File: src/rtl/fu_dispatch.sv
// Single-entry dispatch stage for the execute side: one instruction is held, handed to exactly
// one functional unit when it can take it, and its transaction ID is tracked until writeback.
package fu_dispatch_pkg;

    localparam int unsigned TRANS_ID_BITS = 3;

    typedef enum logic [3:0] {
        FU_NONE   = 4'd0,
        FU_ALU    = 4'd1,
        FU_BRANCH = 4'd2,
        FU_CSR    = 4'd3,
        FU_MULT   = 4'd4,
        FU_LOAD   = 4'd5,
        FU_STORE  = 4'd6,
        FU_DUMMY  = 4'd7,
        FU_FPU    = 4'd8
    } fu_t;

    typedef struct packed {
        logic [7:0]               operation;
        logic [31:0]              operand_a;
        logic [31:0]              operand_b;
        logic [31:0]              imm;
        logic [TRANS_ID_BITS-1:0] trans_id;
    } fu_data_t;

endpackage

module fu_dispatch
    import fu_dispatch_pkg::*;
#(
    parameter int unsigned TRANS_ID_BITS = fu_dispatch_pkg::TRANS_ID_BITS,
    parameter int unsigned CNT_W         = 32
) (
    input  logic                        clk_i,
    input  logic                        rst_ni,
    input  logic                        flush_i,

    input  logic                        issue_valid_i,
    output logic                        issue_ready_o,
    input  logic [3:0]                  issue_fu_i,
    input  fu_data_t                    issue_data_i,

    input  logic                        flu_ready_i,
    input  logic                        lsu_ready_i,
    input  logic                        dummy_FU_ready_i,
    input  logic                        fpu_ready_i,

    output fu_data_t                    fu_data_o,
    output logic                        alu_valid_o,
    output logic                        branch_valid_o,
    output logic                        csr_valid_o,
    output logic                        mult_valid_o,
    output logic                        lsu_valid_o,
    output logic                        dummy_FU_valid_o,
    output logic                        fpu_valid_o,

    input  logic                        flu_wb_valid_i,
    input  logic                        load_wb_valid_i,
    input  logic                        store_wb_valid_i,
    input  logic                        dummy_FU_wb_valid_i,
    input  logic                        fpu_wb_valid_i,
    input  logic [TRANS_ID_BITS-1:0]    flu_wb_id_i,
    input  logic [TRANS_ID_BITS-1:0]    load_wb_id_i,
    input  logic [TRANS_ID_BITS-1:0]    store_wb_id_i,
    input  logic [TRANS_ID_BITS-1:0]    dummy_FU_wb_id_i,
    input  logic [TRANS_ID_BITS-1:0]    fpu_wb_id_i,

    output logic [2**TRANS_ID_BITS-1:0] pending_o,
    output logic [CNT_W-1:0]            stall_cnt_o
);

    localparam int unsigned NUM_IDS = 2**TRANS_ID_BITS;

    logic                     stage_full_q;
    fu_t                      stage_fu_q;
    fu_data_t                 fu_data_q;
    logic [NUM_IDS-1:0]       pending_q;
    logic [NUM_IDS-1:0]       pending_d;
    logic                     mult_hazard_q;
    logic [CNT_W-1:0]         stall_cnt_q;

    logic [TRANS_ID_BITS-1:0] stage_id;
    logic                     unit_ready;
    logic                     flu_port_blocked;
    logic                     fire;
    logic                     accept;

    // Undefined unit codes are folded to NONE on entry so the rest of the stage sees a legal fu_t.
    function automatic fu_t decode_fu(input logic [3:0] raw);
        if (raw > 4'd8) begin
            return FU_NONE;
        end
        return fu_t'(raw);
    endfunction

    assign stage_id = fu_data_q.trans_id;

    always_comb begin
        // NOTE: default assignment first so every path drives unit_ready and no latch is inferred.
        unit_ready = 1'b1;
        case (stage_fu_q)
            FU_ALU, FU_BRANCH, FU_CSR, FU_MULT: unit_ready = flu_ready_i;
            FU_LOAD, FU_STORE:                 unit_ready = lsu_ready_i;
            FU_DUMMY:                          unit_ready = dummy_FU_ready_i;
            FU_FPU:                            unit_ready = fpu_ready_i;
            default:                           unit_ready = 1'b1;
        endcase
    end

    // The cycle after a MULT dispatch, its result owns the shared FLU writeback port.
    assign flu_port_blocked = mult_hazard_q &
                              ((stage_fu_q == FU_ALU) | (stage_fu_q == FU_BRANCH) |
                               (stage_fu_q == FU_CSR));

    assign fire = stage_full_q & ~flush_i & unit_ready & ~pending_q[stage_id] & ~flu_port_blocked;

    assign issue_ready_o = ~flush_i & (~stage_full_q | fire);
    assign accept        = issue_valid_i & issue_ready_o;

    assign alu_valid_o      = fire & (stage_fu_q == FU_ALU);
    assign branch_valid_o   = fire & (stage_fu_q == FU_BRANCH);
    assign csr_valid_o      = fire & (stage_fu_q == FU_CSR);
    assign mult_valid_o     = fire & (stage_fu_q == FU_MULT);
    assign lsu_valid_o      = fire & ((stage_fu_q == FU_LOAD) | (stage_fu_q == FU_STORE));
    assign dummy_FU_valid_o = fire & (stage_fu_q == FU_DUMMY);
    assign fpu_valid_o      = fire & (stage_fu_q == FU_FPU);

    // Retires first, then the new dispatch; the two never hit the same ID since fire needs ~pending.
    always_comb begin
        pending_d = pending_q;
        if (flu_wb_valid_i)      pending_d[flu_wb_id_i]      = 1'b0;
        if (load_wb_valid_i)     pending_d[load_wb_id_i]     = 1'b0;
        if (store_wb_valid_i)    pending_d[store_wb_id_i]    = 1'b0;
        if (dummy_FU_wb_valid_i) pending_d[dummy_FU_wb_id_i] = 1'b0;
        if (fpu_wb_valid_i)      pending_d[fpu_wb_id_i]      = 1'b0;
        if (fire && (stage_fu_q != FU_NONE)) begin
            pending_d[stage_id] = 1'b1;
        end
        if (flush_i) begin
            pending_d = '0;
        end
    end

    always_ff @(posedge clk_i or negedge rst_ni) begin
        if (!rst_ni) begin
            stage_full_q  <= 1'b0;
            stage_fu_q    <= FU_NONE;
            fu_data_q     <= '0;
            pending_q     <= '0;
            mult_hazard_q <= 1'b0;
            stall_cnt_q   <= '0;
        end else begin
            // NOTE: non-blocking assignments so every register samples pre-edge values together.
            pending_q     <= pending_d;
            mult_hazard_q <= fire & (stage_fu_q == FU_MULT);

            if (stage_full_q && !fire && !flush_i && !(&stall_cnt_q)) begin
                stall_cnt_q <= stall_cnt_q + CNT_W'(1);
            end

            if (flush_i) begin
                stage_full_q <= 1'b0;
            end else if (accept) begin
                stage_full_q <= 1'b1;
                stage_fu_q   <= decode_fu(issue_fu_i);
                fu_data_q    <= issue_data_i;
            end else if (fire) begin
                stage_full_q <= 1'b0;
            end
        end
    end

    assign fu_data_o   = fu_data_q;
    assign pending_o   = pending_q;
    assign stall_cnt_o = stall_cnt_q;

endmodule

File: config.mk
export PLATFORM = sky130hd
export DESIGN_NAME = fu_dispatch
export DESIGN_NICKNAME = d
export VERILOG_FILES = /design/src/rtl/fu_dispatch.sv
export SDC_FILE = /design/constraint.sdc
export NUM_CORES = 1
export LEC_CHECK = 0
export CORE_ASPECT_RATIO = 0.75
export CORE_MARGIN = 4
export CORE_UTILIZATION = 43
export CTS_CLUSTER_SIZE = 10
export DETAILED_ROUTE_END_ITERATION = 10
export HOLD_SLACK_MARGIN = 0.05
export MAX_ROUTING_LAYER = met4
export PLACE_DENSITY = 0.81
export SLEW_MARGIN = 20
export SYNTH_ARGS = -nofsm -noshare
export SYNTH_HDL_FRONTEND = slang
export SYNTH_SLANG_ARGS = --single-unit
File: constraint.sdc
create_clock -name clk_i -period 4.2 [get_ports clk_i]
set_input_delay 1.26 -clock clk_i [delete_from_list [all_inputs] [get_ports clk_i]]
set_output_delay 1.26 -clock clk_i [all_outputs]
set_load 0.01 [all_outputs]
## Word-level counts from Yosys, hierarchy flattened

Index checks and enable logic that the tools add are counted.

- Multiplexer cells: 30
- Add/sub/neg operators: 1
- Div/mod/pow operators: 0
- $lt $le $gt $ge: 13
- Reduce and logical (&&, ||, !) cells: 19
- Shifts and indexed selects: 0
- Equality and inequality tests: 8
- $mul: 0
- Bitwise logic cells: 33

Operator list:

| operator | number |
|---|---|
| $mux 8 | 7 |
| $and 8x8->8 | 5 |
| $not 8->8 | 5 |
| $add 32x1->32 const B | 1 |
| $reduce_and 32->1 | 1 |
| $lt 3x4->1 const B | 6 |
| $demux 1 s3 | 6 |
| $ge 3x1->1 const B | 6 |
| $eq 4x3->1 const B | 4 |
| $and 1x1->1 | 14 |
| $mux 1 | 13 |
| $logic_and 1x1->1 | 10 |
| $eq 4x2->1 const B | 2 |
| $mux 4 | 2 |
| $or 8x8->8 | 1 |
| $eq 4x1->1 const B | 1 |
| $eq 4x4->1 const B | 1 |
| $gt 4x4->1 const B | 1 |
| $not 1->1 | 4 |
| $or 1x1->1 | 4 |
| $pmux 1 s4 | 1 |
| $reduce_bool 4->1 | 1 |
| $reduce_or 4->1 | 1 |
| $bmux 1 s3 | 1 |
| other kinds (4) | 6 |

- Input bits: 139
- Latch bits: 0
- Memory bits (read-only): 0
- Memories kept: 0
- Memory bits (writable): 0
- Register bits: 153
- Output and inout port bits: 155

## Logic depth before layout (Yosys ltp)

- Depth after elaboration: 18
- Depth in mapped cells: 9
- Depth with buffers taken out: 7

## Worst setup path before layout

Ideal clock, no wire load.

- Path kind: input to output
- Start point: in flush_i
- End point: out alu_valid_o
- Cell stages on the path: 7
- Data required time: 2.940 ns
- Buffers on the path: 1
- Data arrival time: 2.848 ns
- Path slack: 0.092 ns
- Path through: nand2b_1 > a21oi_1 > o2111ai_1 > nor3_2 > clkbuf_1 > nand2_1 > nor4_1

- Cells in the longest elaborated chain, start to end: 6

Ends and longest elaborated chain:

| what | line | source |
|---|---|---|
| from (decl) | 37 | `input logic flush_i,` |
| $not 1->1 (no line) | -- |  |
| $and 1x1->1 (4 in series) | 116 | `assign fire = stage_full_q & ~flush_i & unit_ready & ~pending_q[stage_id] & ~flu_port_blocked;` |
| $and 1x1->1 | 121 | `assign alu_valid_o = fire & (stage_fu_q == FU_ALU);` |
| to (decl) | 50 | `output logic alu_valid_o,` |

Every way passes these cells.

## Final worst setup path

- Start point: in flush_i
- End point: out dummy_FU_valid_o

- Cells in the longest elaborated chain, start to end: 6

Ends and longest elaborated chain:

| what | line | source |
|---|---|---|
| $not 1->1 (no line) | -- |  |
| $and 1x1->1 (4 in series) | 116 |  |
| $and 1x1->1 | 126 | `assign dummy_FU_valid_o = fire & (stage_fu_q == FU_DUMMY);` |
| to (decl) | 55 | `output logic dummy_FU_valid_o,` |

Every way passes these cells.

==> impl_metrics.yaml <==
run_status:
  status: "complete, no violations"
final_layout:
  drive_gt1_frac: 0.1347
  layout.cells.non_filler: 1060
  utilization: 0.6964
  fill_cells: 1106
  seqCellArea_sq_um: 3829
  num-nets-final: 981
  multi_input_area_sq_um: 2867
  syn2layout_area_growth_pct: 57.20
sta:
  worst_pin_slew_ns: 0.7058
  finalSetupViolations: 0
  finClkSkew_ns: 0.01101
  max_clock_freq_mhz: 241.3
  fin_crit_ns: 4.144
  relSlewSlack: 0.5260
  finalMaxSlewViolations: 0
  hold_viol: 0
  setup_ws_ns: 0.05572
  period_share: 0.9867
synthesis:
  synth.most_common_cell: "dfrtp_1"
  synth_area_leaders: "dfrtp_1 (56%), mux2_1 (13%), mux2_2 (5.8%)"
  avgSynthCellArea_sq_um: 12.82
  synthArstFlopShare: 1.000
  yosysWarningCount: 0
  ys_ff_latch: 153
  netlist_instances: 533
  synth_common_cells: "dfrtp_1 (153), mux2_1 (77), mux2_2 (35), nand2_1 (28), xor2_1 (23)"
  synth_top_area_frac: 0.5604
  ys_seq_area_frac: 0.5604
  ys.flop_type: "dfrtp_1"
  synth_edf_count: 0
  synth_area_leader_cell: "dfrtp_1"
  ys_types: 53
  synthesis.area_sq_um: 6832
  syn_nets: 673
global_routing:
  grt-busiest-layer: "met2"
  grt_overflow_total: 0
  grt_first_pass_wirelength_um: 31210
  gr-usage-met3: 0.07902
  use_met1: 0.2628
  grt_pass1_vias: 5860
  grt_start_max_net_pins: 71
  use_met2: 0.3769
  track_usage: 0.2304
  antenna_found_initial: 1
setup_path:
  slowest_delay_ns: 0.30
  path_cells: "dlygate4sd2_1 -> nand2b_4 -> a21oi_2 -> o2111ai_2 -> buf_4 -> nor3_2 -> nand2_2 -> nor3_2 -> dlygate4sd2_1"
  cp.required_ns: 2.94
  r2r_cells: 10
  critPathKind: "in -> out"
  crit_arrival_ns: 2.88
  crit_fanout: 3
  startpoint_type: "primary input"
  cp_slowest_cell: "dlygate4sd2_1"
  end_kind: "output port"
clock_network:
  cts_tree: "done"
  clk_pin_slew_ns: 0.06
  cts_root_buf: "clkbuf_16"
  clk_latency_ns: 0.42
  ctsHtreeMaxLevel: 4
  numCtsBuffers: 17
  cts.sinks: 153
  cts_buffer_depth: 2
floorplanning:
  row_count: 39
  die_y_um: 117.2
  initial_core_util: 0.4430
  io_pins: 294
  die_x_um: 153.5
  core_area_sq_um: 15420
  fp.dieArea_sq_um: 17990
power:
  power.density_nw_per_um2: 463.2
  p_total_w: 0.004975
  power.leakage_nw: 4.475
  vdd_drop_max_uv: 331.4
detailed_routing:
  drt_wl_total_um: 20530
  drc: 0
  routedWlPerCell_um: 19.37
  viasPerCell: 5.350
  drt-pass1-iter-count: 5
  vias: 5671
  dr.first_iter.drc_count: 303
  antenna_left: 0
worst_hold_path:
  hold_class: "reg -> reg"
  whs_path_depth: 1
place:
  routabilityCongestion: 0.9231
  portBuffers: 293
  placed_cells: 1022
  place_ws_ns: -0.5295
  dp_hpwl_um: 15590
flow_run:
  timing.max_cap.violations: 0
-- stage by stage --
stage / TNS, ns / cell area, sq um / hold slack (ns)
global route: -0.06844 / 10740 / 0.5004
finish: 0 / 10740 / 0.4841
floorplan: 0 / 6832 / 0.5155
detailed placement: -3.139 / 10040 / 0.4754
CTS: 0 / 10720 / 0.4902
global placement: -2.082 / 10040 / 0.4668
-- final timing paths --
| path | start | endpoint | slack [ns] |
|---|---|---|---|
| max | flush_i | dummy_FU_valid_o | 0.06 |
| min | fu_data_o[88] | fu_data_o[88] | 0.48 |
| max reg2reg | stage_fu_q[0] | fu_data_o[64] | 1.12 |
| min reg2reg | fu_data_o[88] | fu_data_o[88] | 0.48 |
| max in group asynchronous | rst_ni | pending_o[2] | 2.61 |
| min in group asynchronous | rst_ni | stall_cnt_o[25] | 0.82 |
-- final cells by class --
type,instances,share of cell area
multi-input combinational,345,0.2669
clock buffer,19,0.04031
sequential,153,0.3565
inverter,10,0.003495
tap,205,0.02388
antenna,1,0.0002330
timing repair buffer,314,0.2908
clock inverter,13,0.01783
-- cell usage in the layout, fill, tap and decap left out, types with 5 or more instances in the layout --
master,instances
clkdlybuf4s50_1,279
dfrtp_1,153
mux2_1,77
mux2_2,35
nand2_1,27
xor2_1,23
nor3_1,19
nor4_1,17
clkbuf_16,17
nor2_1,15
buf_4,15
nand3_1,14
nand4_1,12
inv_1,10
nand2b_1,9
nor3b_1,9
xnor2_1,8
mux2i_1,6
o32ai_1,6
dlygate4sd2_1,6
or3_1,5
clkbuf_2,5
buf_12,5
-- flip-flops by register name, indices dropped and copies added (netlist names) --
| name | cells |
|---|---|
| fu_data_o | 104 |
| stall_cnt_o | 32 |
| pending_o | 8 |
| stage_fu_q | 4 |
| stage_id | 3 |
| mult_hazard_q | 1 |
| stage_full_q | 1 |
-- layer usage --
layer  up-vias  share of wire
li1       2557              -
met1      2761           0.38
met2       293           0.49
met3        60          0.088
met4         0          0.035
met5         -              0
-- power breakdown --
| group | internal (W) | switching (W) | total, W |
|---|---|---|---|
| sequential | 0.00176 | 0.000217 | 0.00198 |
| combinational | 0.000829 | 0.000550 | 0.00138 |
| clock | 0.00100 | 0.000615 | 0.00162 |
-- cell families (layout without fill, tap and decap cells) --
family | Yosys count | count (layout) | synth area share
AND/OR/NAND/NOR | 166 | 166 | 0.1418
flip-flops | 153 | 153 | 0.5604
other | 0 | 1 | 0
adder cells (fa/ha/maj) | 1 | 1 | 0.001831
AO/OA/AOI/OAI | 29 | 29 | 0.03206
XOR/XNOR | 31 | 31 | 0.03974
buffers and inverters | 35 | 356 | 0.03077
multiplexers | 118 | 118 | 0.1934
-- critical path, delay by kind of cell --
family                 cells  cell delay (ns)
buffers and inverters      3             0.72
AND/OR/NAND/NOR            4             0.62
AO/OA/AOI/OAI              2             0.29
-- timing repair --
action                                  4_1_cts  5_1_grt
endpoints found under the setup margin        8        8
gates cloned                                  0        0
buffers inserted                              5        0
pin swaps                                     3        2
gates resized for setup                      23       18
hold buffers                                  0        0
(Power assumes the default switching activity.)
